===== config.mk =====
export PLATFORM = sky130hd
export DESIGN_NAME = conv_4_sdiv_24s_8s_seq
export DESIGN_NICKNAME = d
export VERILOG_FILES = /design/src/rtl/conv_4_sdiv_24s_8s_seq.sv
export SDC_FILE = /design/constraint.sdc
export NUM_CORES = 1
export LEC_CHECK = 0
export ABC_AREA = 0
export BUFFER_PORTS_ARGS = -buffer_cell sky130_fd_sc_hd__buf_4
export CAP_MARGIN = 20
export CORE_MARGIN = 3
export CORE_UTILIZATION = 45
export DETAILED_ROUTE_END_ITERATION = 8
export HOLD_SLACK_MARGIN = 0.1
export PLACE_DENSITY = 0.75
export SYNTH_ARGS = -nofsm -noshare
export SYNTH_HDL_FRONTEND = slang
export SYNTH_SLANG_ARGS = --single-unit

===== constraint.sdc =====
create_clock -name ap_clk -period 4.6 [get_ports ap_clk]
set_input_delay 0.23 -clock ap_clk [delete_from_list [all_inputs] [get_ports ap_clk]]
set_output_delay 0.23 -clock ap_clk [all_outputs]
set_load 0.01 [all_outputs]

===== src/rtl/conv_4_sdiv_24s_8s_seq.sv =====
// Sequential signed divider: 24-bit dividend by 8-bit divisor, restoring algorithm, one bit
// per cycle, saturating 16-bit quotient with truncation toward zero.
module conv_4_sdiv_24s_8s_seq #(
    parameter int unsigned ID         = 32'd1,
    parameter int unsigned din0_WIDTH = 32'd24,
    parameter int unsigned din1_WIDTH = 32'd8,
    parameter int unsigned dout_WIDTH = 32'd16
) (
    input  logic                  ap_clk,
    input  logic                  ap_rst_n,
    input  logic                  ap_start,
    input  logic [din0_WIDTH-1:0] din0,
    input  logic [din1_WIDTH-1:0] din1,
    output logic                  ap_idle,
    output logic                  ap_ready,
    output logic                  ap_done,
    output logic [dout_WIDTH-1:0] dout,
    output logic [7:0]            rem,
    output logic                  ovf,
    output logic                  dz
);

    // ID is an instance tag only; this empty block merely references it.
    if (ID == 32'hffff_ffff) begin : g_id_tag
    end

    localparam logic [1:0] StIdle = 2'd0;
    localparam logic [1:0] StCalc = 2'd1;
    localparam logic [1:0] StFix  = 2'd2;
    localparam logic [1:0] StDone = 2'd3;

    logic [1:0]  state_q, state_d;
    // Dividend magnitude shifts out MSB-first while quotient bits shift in at the LSB.
    logic [23:0] quo_q, quo_d;
    logic [8:0]  dvs_q, dvs_d;
    logic [8:0]  prem_q, prem_d;
    logic [4:0]  cnt_q, cnt_d;
    logic        s0_q, s0_d, s1_q, s1_d;
    logic [15:0] dout_q, dout_d;
    logic [7:0]  rem_q, rem_d;
    logic        ovf_q, ovf_d, dz_q, dz_d;

    logic [8:0]  din1_ext;
    logic [9:0]  shifted, diff;
    logic [23:0] quo_neg;
    logic [7:0]  rem_neg;

    assign din1_ext = {din1[7], din1};
    assign shifted  = {prem_q, quo_q[23]};
    assign diff     = shifted - {1'b0, dvs_q};
    assign quo_neg  = ~quo_q + 24'd1;
    assign rem_neg  = ~prem_q[7:0] + 8'd1;

    always_comb begin
        state_d = state_q;
        quo_d   = quo_q;
        dvs_d   = dvs_q;
        prem_d  = prem_q;
        cnt_d   = cnt_q;
        s0_d    = s0_q;
        s1_d    = s1_q;
        dout_d  = dout_q;
        rem_d   = rem_q;
        ovf_d   = ovf_q;
        dz_d    = dz_q;
        unique case (state_q)
            StIdle: begin
                if (ap_start) begin
                    quo_d   = din0[23] ? (~din0 + 24'd1) : din0;
                    dvs_d   = din1_ext[8] ? (~din1_ext + 9'd1) : din1_ext;
                    s0_d    = din0[23];
                    s1_d    = din1[7];
                    prem_d  = 9'd0;
                    cnt_d   = 5'd23;
                    state_d = StCalc;
                end
            end
            StCalc: begin
                if (!diff[9]) begin
                    prem_d = diff[8:0];
                    quo_d  = {quo_q[22:0], 1'b1};
                end else begin
                    prem_d = shifted[8:0];
                    quo_d  = {quo_q[22:0], 1'b0};
                end
                if (cnt_q == 5'd0) begin
                    state_d = StFix;
                end else begin
                    cnt_d = cnt_q - 5'd1;
                end
            end
            StFix: begin
                if (dvs_q == 9'd0) begin
                    dout_d = s0_q ? 16'h8000 : 16'h7fff;
                    rem_d  = 8'd0;
                    ovf_d  = 1'b1;
                    dz_d   = 1'b1;
                end else begin
                    dz_d  = 1'b0;
                    rem_d = s0_q ? rem_neg : prem_q[7:0];
                    if (s0_q ^ s1_q) begin
                        ovf_d  = (quo_q > 24'd32768);
                        dout_d = ovf_d ? 16'h8000 : quo_neg[15:0];
                    end else begin
                        ovf_d  = (quo_q > 24'd32767);
                        dout_d = ovf_d ? 16'h7fff : quo_q[15:0];
                    end
                end
                state_d = StDone;
            end
            StDone: begin
                state_d = StIdle;
            end
            default: begin
                state_d = StIdle;
            end
        endcase
    end

    always_ff @(posedge ap_clk) begin
        if (!ap_rst_n) begin
            state_q <= StIdle;
            quo_q   <= 24'd0;
            dvs_q   <= 9'd0;
            prem_q  <= 9'd0;
            cnt_q   <= 5'd0;
            s0_q    <= 1'b0;
            s1_q    <= 1'b0;
            dout_q  <= 16'd0;
            rem_q   <= 8'd0;
            ovf_q   <= 1'b0;
            dz_q    <= 1'b0;
        end else begin
            state_q <= state_d;
            quo_q   <= quo_d;
            dvs_q   <= dvs_d;
            prem_q  <= prem_d;
            cnt_q   <= cnt_d;
            s0_q    <= s0_d;
            s1_q    <= s1_d;
            dout_q  <= dout_d;
            rem_q   <= rem_d;
            ovf_q   <= ovf_d;
            dz_q    <= dz_d;
        end
    end

    assign ap_idle  = (state_q == StIdle);
    assign ap_ready = ap_idle & ap_start;
    assign ap_done  = (state_q == StDone);
    assign dout     = dout_q;
    assign rem      = rem_q;
    assign ovf      = ovf_q;
    assign dz       = dz_q;

endmodule


# After elaboration in Yosys (flattened, before gate mapping)
# Cells that the tools add are included.
[totals]
ff_bits = 77
in_bits = 35
elab_cells = 63
output_inout_bits = 29
[op_classes]
magnitude_cmp = 2
n_reduce_logical = 8
n_mux = 24
eq_ne = 6
n_addsub = 6
bitwise_logic = 6
[ops]
columns = ["cell", "n"]
rows = [
  ["$mux 16", 5],
  ["$mux 24", 2],
  ["$pmux 24 s2", 1],
  ["$mux 9", 3],
  ["$add 24x1->24 const B", 1],
  ["$gt 24x15->1 const B", 1],
  ["$gt 24x16->1 const B", 1],
  ["$not 24->24", 1],
  ["$pmux 9 s2", 1],
  ["$add 16x1->16 const B", 1],
  ["$mux 8", 2],
  ["$not 16->16", 1],
  ["$mux 5", 2],
  ["$pmux 5 s2", 1],
  ["$sub 10x9->10", 1],
  ["$add 9x1->9 const B", 1],
  ["$logic_not 9->1", 1],
  ["$not 9->9", 1],
  ["$add 8x1->8 const B", 1],
  ["$not 8->8", 1],
  ["$pmux 2 s4", 1],
  ["$ne 2x2->1 const B", 3],
  ["$reduce_and 2->1", 3],
  ["$logic_not 5->1", 1],
  ["other kinds (10)", 15],
]

# Depth between registers and ports, before layout
# Gate-level depths: netlist of the first run.
[depth]
depth_word = 5
mapped_depth = 10
depth_no_buf = 10

# Worst setup path before layout of the first run
# Ideal clock, no wire load.
[synth_path]
path_kind = "reg-to-reg"
from = "reg dvs_q[6]"
to = "reg prem_q[0]"
setup_time_ns = 0.075
t_arrival_ns = 2.233
period_less_slack_ns = 2.308
setup_slack_ns = 2.292
path_stages_with_launch = 10
required_time_ns = 4.525
n_path_buf = 1
cell_sequence = "dfxtp_1 inv_1 ha_1 a21o_1 a2111oi_0 nand3_1 o311ai_0 buf_2 mux2_2 o21ai_0"
[synth_between]
elab_chain_cells = 3
[synth_rtl]
columns = ["element", "line", "text"]
rows = [
  ["from (decl)", "35", "logic [8:0] dvs_q, dvs_d;"],
  ["from (signal assigned)", "136", "dvs_q <= dvs_d;"],
  ["$sub 10x9->10", "50", "assign diff = shifted - {1'b0, dvs_q};"],
  ["$mux 9", "79", "if (!diff[9]) begin"],
  ["$pmux 9 s2", "66", "unique case (state_q)"],
  ["to (signal assigned)", "137", "prem_q <= prem_d;"],
  ["to (decl)", "36", "logic [8:0] prem_q, prem_d;"],
]
# Every way passes these cells.
# A chain may end at the register's enable or synchronous reset.

# Final worst setup path of the first run
[layout_path]
from = "reg quo_q[0]"
to = "reg dout_q[4], in the netlist dout[4]"
[layout_between]
elab_chain_cells = 5
elab_cells_between_ends = 8
classes_between = "1 x add/sub; 2 x order compare; 4 x mux; 1 x bitwise"
[layout_rtl]
columns = ["element", "line", "text"]
rows = [
  ["from (decl)", "34", "logic [23:0] quo_q, quo_d;"],
  ["from (signal assigned)", "135", "quo_q <= quo_d;"],
  ["$not 16->16", "51", "assign quo_neg = ~quo_q + 24'd1;"],
  ["$add 16x1->16", "51", ""],
  ["$mux 16", "103", "dout_d = ovf_d ? 16'h8000 : quo_neg[15:0];"],
  ["$mux 16 (*)", "101", "if (s0_q ^ s1_q) begin"],
  ["$mux 16 (*)", "93", "if (dvs_q == 9'd0) begin"],
  ["to (signal assigned)", "141", "dout_q <= dout_d;"],
  ["to (decl)", "39", "logic [15:0] dout_q, dout_d;"],
]
# Mark *: on every way between the ends. The rest lies on a longest branch, timed or not.

==> results of run 1 <==
[cell type report]
| class | instances | area (sq um) | share of cell area [%] |
|---|---|---|---|
| clock buffers | 11 | 151 | 2.67 |
| clock inverters | 5 | 82.6 | 1.46 |
| inverters | 32 | 120 | 2.12 |
| multi-input cells | 484 | 3090 | 54.5 |
| flip-flops and latches | 77 | 1540 | 27.2 |
| well taps | 136 | 170 | 3.01 |
| repair buffers | 68 | 510 | 9.02 |
[path summary, 6_finish.rpt]
check                 from       end
setup / recovery  quo_q[0]   dout[4]
hold / removal     din1[0]  dvs_q[0]
hold reg to reg     rem[7]    rem[7]
setup reg to reg  quo_q[0]   dout[4]
[layer usage]
layer,part of all wire (%),vias to the layer above
met5,0,-
met4,1.4,0
met3,5.4,14
met2,47,128
met1,47,2157
li1,-,2363
[flip-flops by register name, indices dropped and copies added (netlist names), 2 cells and up]
| register | flops |
|---|---|
| quo_q | 24 |
| dvs_q | 9 |
| dout | 16 |
| rem | 8 |
| state_q | 2 |
| cnt_q | 5 |
| prem_q | 9 |
[stage by stage]
step / setup WS [ns] / power [mW] / instances / hold WS, ns / utilization, %
floorplan: 2.29 / 2.56 / 632 / 0.366 / -
global placement: 1.84 / 2.99 / 796 / 0.456 / 51.8
detailed placement: 1.71 / 3.05 / 796 / 0.463 / 51.8
CTS: 1.69 / 3.65 / 812 / 0.151 / 54.0
global route: 1.64 / 3.98 / 813 / 0.168 / 54.1
finish: 1.84 / 3.67 / 813 / 0.164 / 54.1
[placed cells by master (no fill, tap or decap), types with 5 or more instances in the layout]
cell	netlist	layout
a211oi_1	13	13
a21oi_1	50	50
a31oi_1	9	9
buf_4	2	68
clkbuf_8	0	11
dfxtp_1	77	77
ha_1	19	19
inv_1	29	29
mux2i_1	13	13
nand2_1	65	65
nand2b_1	6	6
nand3_1	26	26
nor2_1	48	48
nor3_1	16	16
o211ai_1	21	21
o21a_1	7	7
o21ai_0	45	45
o31ai_1	14	14
or3_1	17	17
or4_1	5	5
xnor2_1	19	19
xor2_1	26	26
[kinds of logic (layout without fill, tap and decap cells)]
group | Yosys count | count (layout) | share of synthesized area (%)
AND/OR/NAND/NOR | 209 | 209 | 21.0
AO/OA/AOI/OAI | 195 | 195 | 25.3
flip-flops | 77 | 77 | 31.4
buffers and inverters | 71 | 116 | 5.94
XOR/XNOR | 45 | 45 | 8.03
adder cells (fa/ha/maj) | 20 | 20 | 5.25
multiplexers | 15 | 15 | 3.11
[power breakdown]
group / leakage, nW / total (mW) / switching [mW] / internal [mW]
clock network: 0.120 / 0.593 / 0.257 / 0.336
registers: 0.630 / 1.08 / 0.217 / 0.865
logic: 1.41 / 2.00 / 1.17 / 0.829
[critical path, cell delays in order, from the launching register on]
cell and delay, ns:
dfxtp_1 0.36, inv_1 0.12, ha_1 0.22, or4b_1 0.53
nor2_2 0.32, nand2_1 0.15, a31oi_2 0.52, o311ai_0 0.29
a21oi_1 0.18
==> flow_summary_export.csv, run 1 <==
group,metric,value,unit
status,status,"completed",
logic_synthesis,yosysTopAreaCellShare,31.4,%
setup_path,critical_path_class,"flop to flop",
clock_network,ctsResizeCount,0,
clock_network,cts_max_path_buffers,2,
logic_synthesis,synthTopCellsByArea,"dfxtp_1 (31%), a21oi_1 (5.1%), nand2_1 (5.0%)",
sta,worstMarginPinSlew,0.935,ns
power,power.density,649,nW/um^2
sta,finalCritPeriodShare,59.9,%
grt,top_usage_layer,"met2",
sta,max_slew_margin,37.2,%
cells_and_area,nNetsFinal,727,
grt,grt.overflow.total,0,
grt,first_global_vias,4409,
sta,finalHoldViolCount,0,
setup_path,r2r_setup_slack,1.84,ns
cells_and_area,design_area,5660,sq um
clock_network,clk_pin_slew,0.08,ns
cells_and_area,fill_cells,1014,
min_path,min_delay_path_depth,3,
setup_path,critPathMaxFanout,12,
floorplanning,die_w,110,microns
logic_synthesis,mappedNetlistArea,4910,sq um
clock_network,cts_buffers,9,
detailed_routing,drtIter0Drc,334,
logic_synthesis,syn_nets,687,
cells_and_area,antennaDiodeCount,0,
detailed_routing,routed_wl,12.2,mm
grt,grt_pass1_wl,21.0,mm
logic_synthesis,netlist_top_cells_count,"dfxtp_1 (77), nand2_1 (65), a21oi_1 (50), nor2_1 (48), o21ai_0 (45)",
logic_synthesis,syn_area_per_cell,7.77,sq um
clock_network,clk-insertion-delay-late,0.36,ns
grt,antenna_found_initial,0,
grt,use_met1,27.0,%
sta,setup_viol,0,
min_path,hold_class,"input pin to flop",
logic_synthesis,ys_types,61,
power,power.leakage,2.16,nW
sta,max_freq,363,MHz
logic_synthesis,ys_ff_latch,77,
clock_network,cts_setup_buffers,0,
floorplanning,io_pins,64,
setup_path,cp.arrival,3.05,ns
floorplanning,rows,37,
detailed_routing,wl_per_cell,15.0,microns
clock_network,cts-root-buf,"clkbuf_8",
detailed_routing,vias_per_cell,5.73,
logic_synthesis,synth_edf_count,0,
logic_synthesis,synth.most_common_cell,"dfxtp_1",
detailed_routing,num_vias,4662,
clock_network,cts_tree,"done",
job,cap_violations,0,
power,ir_drop,0.223,mV
logic_synthesis,synth_top_area_cell,"dfxtp_1",
logic_synthesis,synth_warnings,0,
setup_path,reg2reg_depth,8,
setup_path,crit_path_end_kind,"flop",
sta,setup_tns,0,ns
detailed_routing,drt_first_pass_iters,5,
clock_network,clkSinkCount,77,
floorplanning,initial_core_util,46.9,%
setup_path,required,4.89,ns
floorplanning,fp.coreArea,10500,sq um
placed_design,dpl_cell_area,5420,sq um
detailed_routing,drc,0,
logic_synthesis,ys_async_sr_fraction,0,%
logic_synthesis,synth_top_flop_cell,"dfxtp_1",
sta,min_period,2.76,ns
floorplanning,dieArea,12200,sq um
floorplanning,die_h,110,microns
clock_network,htreeDepth,3,
logic_synthesis,ys_seq_area_share,31.4,%
cells_and_area,area_growth,15.3,%
setup_path,cp-start-kind,"flop",
logic_synthesis,synthCells,632,
sta,rsz0062_at_grt,"no",
detailed_routing,ant_nets,0,
clock_network,cts-hold-fix-buffers,0,
grt,gr-usage-met3,3.78,%
placed_design,place_congestion,0.893,
placed_design,dp_hpwl,8.94,mm
grt,met2_usage,32.4,%
cells_and_area,drive_above_1_share,14.5,%
placed_design,portBuffers,63,
grt,grt_usage,20.0,%
grt,grt_max_degree,40,
sta,finalClockSkew,0.00745,ns
sta,final_max_slew_viol_count,0,
(Power assumes the default switching activity.)
==> run 2, diff against run 1 <==
ABC_AREA = 1   (was 0)
PLACE_DENSITY = 0.74   (was 0.75)
clock period = 2.7 ns   (was 4.6 ns; I/O delays follow)
==> run 2 against run 1 <==
Compared with the run above:
- hold slack got worse by 0.056 ns
- combinational power up 140%
- critical path type is now flop to primary output
- largest cell class unchanged
- cell area rose by 12%
- setup slack worse by 1.2 ns
- synthesized cell count up 37%
==> flow_summary_export.csv, run 2 <==
group,metric,value,unit
power,ir_drop,0.590,mV
setup_path,crit_path_end_kind,"primary output",
cells_and_area,mostFrequentLayoutCells,"nand2_1 (197), inv_1 (110), a21oi_1 (101), nand3_1 (99), dfxtp_1 (77)",
clock_network,cts_buffers,9,
cells_and_area,design_area,6360,sq um
detailed_routing,wl_met3,599,microns
detailed_routing,wl_met1,7.16,mm
logic_synthesis,synth-compound-area-share,17.9,%
setup_path,required,2.57,ns
min_path,min_from,"din0[20]",
setup_path,reg2reg_from,"dvs_q[2]",
floorplanning,fp.coreArea,11600,sq um
logic_synthesis,mappedNetlistArea,5420,sq um
grt,first_global_vias,5100,
cells_and_area,antennaDiodeCount,0,
placed_design,portBuffers,63,
cells_and_area,nNetsFinal,973,
logic_synthesis,ys_async_sr_fraction,0,%
grt,grt_max_degree,40,
status,status,"completed",
clock_network,ctsResizeCount,0,
logic_synthesis,synth_edf_count,0,
placed_design,dp_slack,0.779,ns
setup_path,cp-start-kind,"flop",
sta,setup_tns,0,ns
setup_path,cp.arrival,1.87,ns
clock_network,cts_max_path_buffers,2,
power,power,8.11,mW
clock_network,clk_pin_slew,0.06,ns
power,power.density,1270,nW/um^2
floorplanning,initial_core_util,46.7,%
logic_synthesis,synthMuxAreaShare,0,%
detailed_routing,num_vias,5637,
floorplanning,dieArea,13400,sq um
cells_and_area,final_common_cell,"nand2_1",
detailed_routing,routed_wl,14.0,mm
floorplanning,io_pins,64,
sta,setup_viol,0,
cells_and_area,drive_above_1_share,13.7,%
detailed_routing,wl_per_cell,13.1,microns
sta,min_period,2.01,ns
grt,grt_pass1_wl,24.1,mm
logic_synthesis,synth_simple_gate_area_share,35.2,%
sta,fin_ws,0.694,ns
placed_design,dpl_cell_area,5970,sq um
min_path,hold_class,"input pin to flop",
cells_and_area,fill_cells,1205,
setup_path,critPathMaxFanout,16,
detailed_routing,drtIter0Drc,394,
logic_synthesis,synth_top_area_cell,"dfxtp_1",
logic_synthesis,syn_nets,920,
cells_and_area,finalNonFillerCells,1065,
detailed_routing,ant_nets,0,
logic_synthesis,ys_types,40,
sta,max_freq,498,MHz
logic_synthesis,synthCells,865,
grt,antenna_found_initial,0,
logic_synthesis,synth_top_family_by_area,"simple AND/OR/NAND/NOR gates",
logic_synthesis,netlist_top_cells_count,"nand2_1 (197), inv_1 (110), a21oi_1 (101), nand3_1 (99), dfxtp_1 (77)",
clock_network,htreeDepth,3,
placed_design,dpl.cell_count,1046,
clock_network,cts_tree,"done",
clock_network,cts-root-buf,"clkbuf_16",
sta,worstMarginPinSlew,0.764,ns
logic_synthesis,synth_xor_area_share,2.42,%
sta,finalHoldViolCount,0,
cells_and_area,finish.utilization,54.8,%
power,power.leakage,3.00,nW
detailed_routing,drc,0,
detailed_routing,vias_per_cell,5.29,
logic_synthesis,synth.most_common_cell,"nand2_1",
setup_path,critical_path_class,"flop to primary output",
clock_network,clkSinkCount,77,
logic_synthesis,synth_warnings,0,
floorplanning,die_h,116,microns
sta,rsz0062_at_grt,"no",
clock_network,clk-insertion-delay-late,0.33,ns
placed_design,dp_hpwl,10.4,mm
cells_and_area,top_register,"quo_q",
sta,finalCritPeriodShare,74.3,%
grt,grt_usage,21.8,%
clock_network,cts_setup_buffers,0,
logic_synthesis,synth_top_flop_cell,"dfxtp_1",
sta,finalClockSkew,0.00745,ns
sta,max_slew_margin,49.1,%
cells_and_area,largest_reg_flops,24,
floorplanning,die_w,116,microns
detailed_routing,routed-wl-met2,6.05,mm
grt,grt.overflow.total,0,
job,cap_violations,0,
logic_synthesis,synthAdderAreaFrac,4.76,%
setup_path,cp-startpoint,"state_q[0]",
sta,hold_ws,0.108,ns
logic_synthesis,syn_area_per_cell,6.26,sq um
detailed_routing,dr.max_layer_used,"met4",
detailed_routing,drt_first_pass_iters,5,
logic_synthesis,ys_ff_latch,77,
cells_and_area,area_growth,17.4,%
placed_design,place_congestion,0.951,
logic_synthesis,yosysTopAreaCellShare,28.4,%
logic_synthesis,ys_seq_area_share,28.4,%
sta,final_max_slew_viol_count,0,
floorplanning,rows,39,
logic_synthesis,synthTopCellsByArea,"dfxtp_1 (28%), nand2_1 (14%), a21oi_1 (9.3%)",
run 2: changes by cell type after synthesis, moves of 13 or more:
cell      delta
nand2_1    +132
inv_1       +81
nand3_1     +73
a21oi_1     +51
o21ai_0     +23
clkbuf_1    -20
o211ai_1    -18
xor2_1      -18
or3_1       -17
o31ai_1     -14
mux2i_1     -13
run 2: kinds of logic (layout without fill, tap and decap cells):
group | after synthesis | in the layout
XOR/XNOR | 15 | 15
flip-flops | 77 | 77
buffers and inverters | 151 | 208
AO/OA/AOI/OAI | 185 | 185
adder cells (fa/ha/maj) | 20 | 20
AND/OR/NAND/NOR | 417 | 417
run 2: timing repair:
action                                  CTS  global route
hold buffers                              3             0
endpoints found under the hold margin     3             0
endpoints found under the setup margin    0             0
run 2: worst paths after layout:
path | cells past startpoint | end | slack, ns
worst max-delay path | 5 | ap_ready | 0.69
worst min-delay path | 4 | quo_q[20] | 0.11
worst max register to register | 11 | prem_q[4] | 0.74
worst min register to register | 2 | rem[2] | 0.46
run 2: cell type report:
| class | count | area (sq um) | share of cell area, % |
|---|---|---|---|
| Timing Repair Buffer | 75 | 591 | 9.28 |
| Multi-Input combinational cell | 637 | 3270 | 51.4 |
| Inverter | 118 | 445 | 7.00 |
| Tap cell | 143 | 179 | 2.81 |
| Sequential cell | 77 | 1540 | 24.2 |
| Clock inverter | 6 | 113 | 1.77 |
| Clock buffer | 9 | 225 | 3.54 |
run 2: worst max-delay path, cell delays in order, from the launching register on:
cell and delay (ns):
dfxtp_1 0.34, inv_1 0.10, ha_1 0.32, nand2_2 0.19, inv_1 0.38, buf_4 0.21
run 2: per-layer routing:
layer  up-vias  track usage [%]
li1       2949                -
met1      2520             32.3
met2       152             33.7
met3        16             2.45
met4         0             5.88
met5         -                0
run 2: power breakdown:
part           internal (mW)  switching [mW]
Clock                  0.899           0.479
Combinational           1.72            3.03
Sequential              1.56           0.419
Total                   4.18            3.93
